[src/rtl/smpc_ctrl_n.sv]
// smpc_ctrl_n: system-manager controller. Host-visible IREG/COMREG/OREG/SR/SF
// register file, a command sequencer with a saturating wait counter, per-channel
// reset control, NMI/interrupt generation and a reset-button (SRES) sequence.
module smpc_ctrl_n #(
    parameter int unsigned NCH     = 4,
    parameter int unsigned NO      = 32,
    parameter int unsigned NSMEM   = 4,
    parameter int unsigned T_SHORT = 127,
    parameter int unsigned T_LONG  = 400000
) (
    input  logic           CLK,
    input  logic           RST_N,
    input  logic           CE,
    input  logic [5:0]     A,
    input  logic [7:0]     DI,
    output logic [7:0]     DO,
    input  logic           CS_N,
    input  logic           RW_N,
    input  logic           SRES_N,
    input  logic [3:0]     AC,
    input  logic [15:0]    PAD1,
    input  logic [15:0]    PAD2,
    output logic [NCH-1:0] RES_N,
    output logic           NMI_N,
    output logic           MIRQ_N
);

    localparam int unsigned CW = 20;
    localparam int unsigned OW = (NO > 1) ? $clog2(NO) : 1;

    localparam logic [CW-1:0] TShortCnt  = CW'(T_SHORT);
    localparam logic [CW-1:0] TLongCnt   = CW'(T_LONG);
    localparam logic [7:0]    NumChCodes = 8'(2 * NCH);

    // Word addresses (byte address = {A,1})
    localparam logic [5:0] AddrComreg = 6'h0F;
    localparam logic [5:0] AddrOreg0  = 6'h10;
    localparam logic [5:0] AddrSr     = 6'h30;
    localparam logic [5:0] AddrSf     = 6'h31;

    localparam logic [7:0] CmdSysres  = 8'h0D;
    localparam logic [7:0] CmdIntback = 8'h10;
    localparam logic [7:0] CmdSetsmem = 8'h17;
    localparam logic [7:0] CmdNmireq  = 8'h18;
    localparam logic [7:0] CmdResenab = 8'h19;
    localparam logic [7:0] CmdResdisa = 8'h1A;

    typedef enum logic [2:0] {StIdle, StExec, StWait, StEnd, StHold} state_e;
    // What StEnd should do once the wait has elapsed
    typedef enum logic [1:0] {PhCmd, PhStatus, PhPad} phase_e;

    state_e          state_q;
    phase_e          phase_q;
    logic [CW-1:0]   cnt_q;
    logic [7:0]      cmd_q;
    logic [7:0]      comreg_q;
    logic            sf_q;
    logic            sr5_q;
    logic            sr3_q;
    logic            resd_q;
    logic            sres_act_q;
    logic [NCH-1:0]  res_n_q;
    logic            nmi_n_q;
    logic            mirq_n_q;
    logic [7:0]      do_q;
    logic            cs_n_q;
    logic            rw_n_q;
    logic [7:0]      ireg_q [7];
    logic [7:0]      oreg_q [NO];
    logic [7:0]      smem_q [NSMEM];

    logic            wr_stb;
    logic            rd_stb;
    logic            sres_trig;
    logic [7:0]      sr;
    logic [7:0]      rd_data;
    logic [OW-1:0]   oidx;
    logic [NCH+3:0]  res_ext;
    logic [3:0]      res4;

    // Strobes fire on the CE cycle of the falling edge of RW_N (write) or CS_N (read)
    assign wr_stb    = CE && !CS_N && !RW_N && rw_n_q;
    assign rd_stb    = CE && !CS_N && RW_N && cs_n_q;
    assign sres_trig = (state_q == StIdle) && !SRES_N && !resd_q && !sres_act_q;

    assign sr      = {2'b00, sr5_q, 1'b0, sr3_q, 2'b00, state_q != StIdle};
    assign oidx    = OW'(A - AddrOreg0);
    assign res_ext = {4'b0000, res_n_q};
    assign res4    = res_ext[3:0];

    assign RES_N  = res_n_q;
    assign NMI_N  = nmi_n_q;
    assign MIRQ_N = mirq_n_q;
    assign DO     = do_q;

    // Read data selection for the host port
    always_comb begin
        rd_data = 8'h00;
        if (A >= AddrOreg0 && {1'b0, A} < 7'(16 + NO)) begin
            rd_data = oreg_q[oidx];
        end else if (A == AddrSr) begin
            rd_data = sr;
        end else if (A == AddrSf) begin
            rd_data = {7'b0, sf_q};
        end
    end

    // Bus strobe history and registered read data
    always_ff @(posedge CLK or negedge RST_N) begin
        if (!RST_N) begin
            do_q   <= 8'h00;
            cs_n_q <= 1'b1;
            rw_n_q <= 1'b1;
        end else if (CE) begin
            cs_n_q <= CS_N;
            rw_n_q <= RW_N;
            if (rd_stb) begin
                do_q <= rd_data;
            end
        end
    end

    // Host register writes, SRES sequence and command FSM with registered outputs
    always_ff @(posedge CLK or negedge RST_N) begin
        if (!RST_N) begin
            state_q    <= StIdle;
            phase_q    <= PhCmd;
            cnt_q      <= '0;
            cmd_q      <= 8'h00;
            comreg_q   <= 8'h00;
            sf_q       <= 1'b0;
            sr5_q      <= 1'b0;
            sr3_q      <= 1'b0;
            resd_q     <= 1'b1;
            sres_act_q <= 1'b0;
            res_n_q    <= '0;
            nmi_n_q    <= 1'b0;
            mirq_n_q   <= 1'b1;
            for (int i = 0; i < 7; i++) ireg_q[i] <= 8'h00;
            for (int j = 0; j < NO; j++) oreg_q[j] <= 8'h00;
            for (int i = 0; i < NSMEM; i++) smem_q[i] <= 8'h00;
        end else if (CE) begin
            mirq_n_q <= 1'b1;
            sr3_q    <= !SRES_N;

            if (wr_stb) begin
                if (A < 6'd7) begin
                    ireg_q[A[2:0]] <= DI;
                end else if (A == AddrComreg) begin
                    comreg_q <= DI;
                end else if (A == AddrSf) begin
                    sf_q <= DI[0];
                end
            end

            // SRES sequence owns the counter; it only runs while the FSM idles
            if (sres_act_q) begin
                if (cnt_q > 1) begin
                    cnt_q <= cnt_q - 1'b1;
                end else begin
                    cnt_q   <= '0;
                    nmi_n_q <= 1'b1;
                    if (cnt_q == '0 && SRES_N) begin
                        sres_act_q <= 1'b0;
                    end
                end
            end

            case (state_q)
                StIdle: begin
                    if (sres_trig) begin
                        nmi_n_q    <= 1'b0;
                        cnt_q      <= TLongCnt;
                        sres_act_q <= 1'b1;
                    end else if (sf_q && !sres_act_q) begin
                        state_q <= StExec;
                    end
                end
                StExec: begin
                    cmd_q   <= comreg_q;
                    phase_q <= PhCmd;
                    if (comreg_q < NumChCodes) begin
                        cnt_q   <= TShortCnt;
                        state_q <= StWait;
                    end else begin
                        case (comreg_q)
                            CmdSysres: begin
                                res_n_q <= '0;
                                nmi_n_q <= 1'b0;
                                cnt_q   <= TLongCnt;
                                state_q <= StWait;
                            end
                            CmdIntback: begin
                                if (ireg_q[0][0]) begin
                                    cnt_q   <= TShortCnt;
                                    phase_q <= PhStatus;
                                    state_q <= StWait;
                                end else if (ireg_q[1][3]) begin
                                    phase_q <= PhPad;
                                    state_q <= StEnd;
                                end else begin
                                    state_q <= StEnd;
                                end
                            end
                            CmdNmireq: begin
                                nmi_n_q <= 1'b0;
                                cnt_q   <= TShortCnt;
                                state_q <= StWait;
                            end
                            CmdSetsmem, CmdResenab, CmdResdisa: begin
                                cnt_q   <= TShortCnt;
                                state_q <= StWait;
                            end
                            default: state_q <= StEnd;
                        endcase
                    end
                end
                StWait: begin
                    // Leave on the cycle the count reaches zero: N cycles in WAIT
                    if (cnt_q > 1) begin
                        cnt_q <= cnt_q - 1'b1;
                    end else begin
                        cnt_q   <= '0;
                        state_q <= StEnd;
                    end
                end
                StEnd: begin
                    state_q <= StIdle;
                    sf_q    <= 1'b0;
                    case (phase_q)
                        PhStatus: begin
                            for (int j = 0; j < NO; j++) oreg_q[j] <= 8'h00;
                            oreg_q[0]  <= {1'b0, resd_q, 6'b000000};
                            oreg_q[9]  <= {4'b0000, AC};
                            oreg_q[10] <= {4'b0000, res4};
                            for (int i = 0; i < NSMEM; i++) oreg_q[12 + i] <= smem_q[i];
                            mirq_n_q <= 1'b0;
                            if (ireg_q[1][3]) begin
                                // More data pending: keep SF set until HOLD resolves
                                sr5_q   <= 1'b1;
                                sf_q    <= 1'b1;
                                state_q <= StHold;
                            end
                        end
                        PhPad: begin
                            oreg_q[0] <= 8'hF1;
                            oreg_q[1] <= 8'h02;
                            oreg_q[2] <= PAD1[15:8];
                            oreg_q[3] <= PAD1[7:0];
                            oreg_q[4] <= 8'hF1;
                            oreg_q[5] <= 8'h02;
                            oreg_q[6] <= PAD2[15:8];
                            oreg_q[7] <= PAD2[7:0];
                            sr5_q     <= 1'b0;
                            mirq_n_q  <= 1'b0;
                        end
                        default: begin
                            for (int k = 0; k < NCH; k++) begin
                                if (cmd_q < NumChCodes && cmd_q[3:1] == 3'(k)) begin
                                    res_n_q[k] <= ~cmd_q[0];
                                end
                            end
                            case (cmd_q)
                                CmdSysres: begin
                                    res_n_q <= '1;
                                    nmi_n_q <= 1'b1;
                                end
                                CmdSetsmem: begin
                                    for (int i = 0; i < NSMEM; i++) smem_q[i] <= ireg_q[i];
                                end
                                CmdNmireq:  nmi_n_q <= 1'b1;
                                CmdResenab: resd_q  <= 1'b0;
                                CmdResdisa: resd_q  <= 1'b1;
                                default: ;
                            endcase
                        end
                    endcase
                    oreg_q[NO-1] <= cmd_q;
                end
                StHold: begin
                    // Break (DI[7]) takes priority over continue (DI[6])
                    if (wr_stb && A == 6'd0) begin
                        if (DI[7]) begin
                            sr5_q   <= 1'b0;
                            sf_q    <= 1'b0;
                            state_q <= StIdle;
                        end else if (DI[6]) begin
                            cnt_q   <= TShortCnt;
                            phase_q <= PhPad;
                            state_q <= StWait;
                        end
                    end
                end
                default: state_q <= StIdle;
            endcase
        end
    end

endmodule

[config.mk]
export PLATFORM = sky130hd
export DESIGN_NAME = smpc_ctrl_n
export DESIGN_NICKNAME = d
export VERILOG_FILES = /design/src/rtl/smpc_ctrl_n.sv
export SDC_FILE = /design/constraint.sdc
export NUM_CORES = 1
export LEC_CHECK = 0
export CAP_MARGIN = 40
export CORE_MARGIN = 1
export CORE_UTILIZATION = 35
export CTS_CLUSTER_SIZE = 28
export DETAILED_ROUTE_END_ITERATION = 10
export DONT_BUFFER_PORTS = 1
export PLACE_DENSITY = 0.55
export SLEW_MARGIN = 10
export SYNTH_ARGS = -nofsm -noshare
export SYNTH_HDL_FRONTEND = slang
export SYNTH_SLANG_ARGS = --single-unit
[constraint.sdc]
create_clock -name CLK -period 2.5 [get_ports CLK]
set_clock_uncertainty 0.2 [all_clocks]
set_input_delay 0.375 -clock CLK [delete_from_list [all_inputs] [get_ports CLK]]
set_output_delay 0.375 -clock CLK [all_outputs]
set_load 0.02 [all_outputs]
Yosys cells after proc, flatten, opt, wreduce, memory -nomap -nowiden

Cells that the tools add are included.
W data, S select, Z words.

Register bits after elaboration: 262
Input port bits: 56
Output and inout bits: 14
Logic and storage cells: 233

Add/sub/neg operators: 2
$lt $le $gt $ge: 9
Equal/unequal tests: 40
Muxes and demuxes: 79
Bitwise gates (word level): 5
Reductions and logical operators: 53

Operators by type and width:

| operator                | number |
|---|---|
| $mux W20                | 8 |
| $pmux W64 S2            | 1 |
| $pmux W20 S4            | 1 |
| $eq A8 B5 Y1 const B    | 9 |
| $pmux W20 S3            | 1 |
| $bwmux W56              | 1 |
| $bmux W8 S5             | 1 |
| $reduce_and A6 Y1       | 6 |
| $mux W1                 | 32 |
| $mux W8                 | 4 |
| $demux W8 S3            | 1 |
| $mux W3                 | 8 |
| $gt A20 B1 Y1 const B   | 1 |
| $logic_not A20 Y1       | 1 |
| $sub A20 B1 Y20 const B | 1 |
| $logic_and A1 B1 Y1     | 17 |
| $eq A8 B4 Y1 const B    | 2 |
| $lt A8 B4 Y1 const B    | 2 |
| $mux W4                 | 4 |
| $ne A2 B2 Y1 const B    | 8 |
| $pmux W3 S5             | 1 |
| $mux W2                 | 7 |
| $eq A3 B2 Y1 const B    | 4 |
| $eq A6 B6 Y1 const B    | 2 |
| 35 further kinds        | 65 |

Depth between registers and ports, before layout

Depth in word-level cells: 8
Mapped depth: 9
Depth with buffers taken out: 8

Worst setup path before layout

Ideal clock, no wire load.

Path type: register to register
From: register cnt_q[12]
To: register state_q[2]
Setup time: 128 ps
Arrival: 2218 ps
Data required time: 2172 ps
Path slack: -45 ps
Cell stages (with the launch flop): 9
Path buffers: 2
Period minus slack after synthesis: 2545 ps
Cells stage by stage: dfrtp_1 > buf_6 > or4_4 > or3_1 > buf_6 > o21ai_4 > nand4_4 > nor2_1 > mux2_1

Word-level cells in the longest chain between the ends: 3

Ends and longest elaborated chain:

| element                            | RTL line | RTL |
|---|---|---|
| start: declaration                 | 54       | `logic [CW-1:0] cnt_q;` |
| start signal: assignment           | 159      | `cnt_q <= cnt_q - 1'b1;` |
| start signal: assignment           | 173      | `cnt_q <= TLongCnt;` |
| start signal: assignment           | 183      | `cnt_q <= TShortCnt;` |
| $gt A20 B1 Y1                      | 220      | `if (cnt_q > 1) begin` |
| $ne A2 B2 Y1 (no source line)      | -        |  |
| $reduce_and A6 Y1 (no source line) | -        |  |
| end signal: assignment             | 214      | `default: state_q <= StEnd;` |
| end signal: assignment             | 224      | `state_q <= StEnd;` |
| end signal: assignment             | 228      | `state_q <= StIdle;` |
| end: declaration                   | 52       | `state_e state_q;` |

No other way between the ends.
A chain may end at the register's enable or synchronous reset.

Worst setup path in the final report

From: register cnt_q[13]
To: register cnt_q[18]

Word-level cells in the longest chain between the ends: 7
Elaborated cells between the ends (all ways): 12
Classes of those cells: add/sub: 1; order compare: 1; mux: 10

Ends and longest elaborated chain:

| element                                          | RTL line | RTL |
|---|---|---|
| $sub A20 B1 Y20 or $gt A20 B1 Y1 (tied branches) | -        |  |
| $mux W20 (*)                                     | 158, 220 |  |
| $mux W20                                         | 157      | `if (sres_act_q) begin` |
| $mux W20 (on tied branches)                      | 194, 287 |  |
| $pmux W20 S3 or $mux W20 (tied branches)         | 186, 283 |  |
| $mux W20 (on tied branches)                      | 182, 282 |  |
| $pmux W20 S4 (*)                                 | 169      | `case (state_q)` |

Every way passes the cells marked *; elsewhere a longest branch is shown, timed or not.

==> flow_metrics.env <==
export IMPL_status="complete, but fails checks"
export IMPL_failed_checks="hold timing, setup timing"
export IMPL_cp_common_cell="or3_4"
export IMPL_worst_slew_pin_slew_ns=0.7190
export IMPL_cts_max_level=1
export IMPL_fin_crit_ns=2.526
export IMPL_synthArstFlopShare_pct=100.0
export IMPL_io_buffers=0
export IMPL_worst_hold_path_type="in2async"
export IMPL_cts_tree="built"
export IMPL_cap_violations=0
export IMPL_syn_area_per_cell_um2=10.69
export IMPL_clk_path_buf_depth=3
export IMPL_wl_per_cell_um=18.76
export IMPL_critical_path_top_delay_family="simple AND/OR/NAND/NOR gates"
export IMPL_clk_pin_slew_ns=0.06
export IMPL_path_buf_inv=1
export IMPL_worst_ep_arrival_time_ns=2.77
export IMPL_synth_top_area_share_pct=48.98
export IMPL_start_kind="register"
export IMPL_dp_hpwl_mm=18.04
export IMPL_peakVddDrop_mv=0.4754
export IMPL_crit_type="reg2reg"
export IMPL_drc=0
export IMPL_cts_made_buffers=24
export IMPL_synth_area_leaders="dfrtp_1 49%, mux2_2 10%, nand2_1 4.9%"
export IMPL_path_max_fanout=4
export IMPL_p_total_uw=12080
export IMPL_grt_max_degree=209
export IMPL_grt_antenna_before_repair=0
export IMPL_nFillCells=2760
export IMPL_p_leak_uw=0.005853
export IMPL_first_iter_violations=645
export IMPL_vias_per_cell=5.365
export IMPL_synth_edf_count=0
export IMPL_setup_viol=1
export IMPL_utilization_pct=44.11
export IMPL_hold_buffers=53
export IMPL_ys_seq_area_share_pct=49.99
export IMPL_syn2layout_area_growth_pct=22.79
export IMPL_grt_overflow_total=0
export IMPL_cts_root_buf="clkbuf_16"
export IMPL_start_util_pct=35.92
export IMPL_holdWs_ns=-0.6539
export IMPL_design_die_area_um2=30470
export IMPL_drive_gt1_share_pct=25.73
export IMPL_syn_inst=975
export IMPL_synth_top_area_cell="dfrtp_1"
export IMPL_finalCritPeriodShare_pct=101.0
export IMPL_layout_setup_ws_ns=-0.02612
export IMPL_slew_viol_final=0
export IMPL_grt_pass1_wl_mm=44.93
export IMPL_yosys_warnings=0
export IMPL_gp_congestion=0.8396
export IMPL_synth_seq_cells=208
export IMPL_clock_sinks=208
export IMPL_dr_pass1_iters=7
export IMPL_path_cells="or4_4 > buf_6 > or3_4 > or3_4 > nor3_2 > o21ai_1 > a31oi_1"
export IMPL_synth_distinct_cells=77
export IMPL_fp_dieW_um=174.6
export IMPL_netlist_area_um2=10420
export IMPL_first_global_vias=8003
export IMPL_synthFlopType="dfrtp_1"
export IMPL_wl_mm=27.85
export IMPL_num_vias=7962
export IMPL_clk_latency_ns=0.52
export IMPL_end_kind="register"
export IMPL_max_freq_mhz=395.9
export IMPL_core_um2=29010
export IMPL_timing_max_slew_rel_slack_pct=51.70
export IMPL_powerDensity_nw_per_um2=943.7
export IMPL_hold_viol=208
export IMPL_antenna_cells=0
export IMPL_slowest_delay_ns=0.59
export IMPL_worstPathRequired_ns=2.75
export IMPL_cp_slowest_cell="or4_4"
export IMPL_antenna_left=0
export IMPL_grt_setup_unrepaired="yes"
export IMPL_dp_slack_ns=-0.05521
export IMPL_fin_nets=1147
export IMPL_rows=62
export IMPL_syn_num_nets=1039
export IMPL_die_h_um=174.6
export IMPL_grt_usage_pct=18.55
export IMPL_io_pins=70
## cells in the mapped netlist, types with 7 or more instances
| master | n |
|---|---|
| mux2_4 | 10 |
| o21ai_0 | 93 |
| or3_1 | 8 |
| dfrtp_1 | 204 |
| buf_2 | 8 |
| nor3_1 | 17 |
| clkbuf_1 | 49 |
| nand3_1 | 21 |
| a31oi_1 | 10 |
| nor2_1 | 50 |
| nand2_1 | 136 |
| mux2_2 | 94 |
| o211ai_1 | 10 |
| a22oi_1 | 7 |
| mux4_2 | 14 |
| inv_1 | 19 |
| mux2_1 | 22 |
| or4_1 | 8 |
| a21oi_1 | 43 |
| ha_1 | 8 |
## state kept, by name (all words and copies together) (netlist names), 2 cells and up
name and flops:
smem_q 32, ireg_q 32, state_q 3, oreg_q 82
phase_q 2, cmd_q 8, cnt_q 20, comreg_q 8
DO 8, RES_N 4
## final timing paths
check	from	slack, ns	to	cells after the start
max	cnt_q[13]	-0.03	cnt_q[18]	7
max reg2reg	cnt_q[13]	-0.03	cnt_q[18]	7
min reg2reg	ireg_q[33]	0.27	smem_q[9]	1
min	RST_N	-0.65	cnt_q[8]	0
min in group CLK	RW_N	0.02	DO[6]	3
max in group asynchronous	RST_N	2.35	ireg_q[51]	0
## layout by cell type, fill, tap and decap left out, types with 7 or more instances in the layout
| master | Yosys | layout |
|---|---|---|
| mux2_1 | 22 | 22 |
| buf_4 | 2 | 90 |
| clkbuf_16 | 0 | 24 |
| ha_1 | 8 | 8 |
| a22oi_1 | 7 | 7 |
| mux2_4 | 10 | 10 |
| o21ai_0 | 93 | 88 |
| inv_1 | 19 | 19 |
| dfrtp_1 | 204 | 204 |
| mux4_2 | 14 | 14 |
| nand2_1 | 136 | 136 |
| dlygate4sd3_1 | 0 | 52 |
| or4_1 | 8 | 8 |
| mux2_2 | 94 | 94 |
| a31oi_1 | 10 | 10 |
| nor3_1 | 17 | 15 |
| nand3_1 | 21 | 21 |
| a21oi_1 | 43 | 40 |
| o211ai_1 | 10 | 10 |
| nor2_1 | 50 | 48 |
## timing repair
| item | 4_1_cts | 5_1_grt |
|---|---|---|
| endpoints found under the hold margin | 320 | 208 |
| endpoints found under the setup margin | 14 | 45 |
| pin swaps | 3 | 7 |
| setup buffers | 0 | 1 |
| gates resized for setup | 7 | 17 |
## layer usage
| layer | global-route usage (%) | part of all wire [%] | vias to the layer above |
|---|---|---|---|
| li1 | - | - | 3765 |
| met1 | 26.06 | 48 | 4003 |
| met2 | 29.70 | 46 | 146 |
| met3 | 2.734 | 3.7 | 48 |
| met4 | 5.326 | 2.4 | 0 |
| met5 | 0 | 0 | - |
## power breakdown
| part | total (uW) | internal, uW | switching [uW] |
|---|---|---|---|
| Clock | 3650 | 2230 | 1420 |
| Sequential | 4500 | 3990 | 508 |
| Combinational | 3930 | 1790 | 2140 |
| Total | 12100 | 8010 | 4070 |
## area by class of cell
cell class,count,area (um2),area share (%)
clock buffer,35,691.9,5.407
clock inverter,8,131.4,1.027
inverter,20,75.07,0.5866
multi-input combinational,681,4918,38.43
sequential,208,5210,40.71
tap,384,480.5,3.754
timing repair buffer,148,1290,10.08
## cell families after synthesis
family	after synthesis	synth area share, %
simple gates	293	13.69
compound gates	229	13.75
flops	208	49.99
mux	146	17.58
buf+inv	86	3.625
fa+ha+maj	8	0.9604
xor+xnor	5	0.4201
## through the flow
| stage | std cells | TNS, ns | area (um2) |
|---|---|---|---|
| after floorplan | 975 | 0 | 10430 |
| after global placement | 1388 | -0.3404 | 11350 |
| after detailed placement | 1388 | -0.2821 | 11350 |
| after CTS | 1484 | -0.01092 | 12740 |
| after global routing | 1484 | -0.1916 | 12800 |
| final | 1484 | -0.02612 | 12800 |
Note: power is estimated with default switching activity, not from simulation.
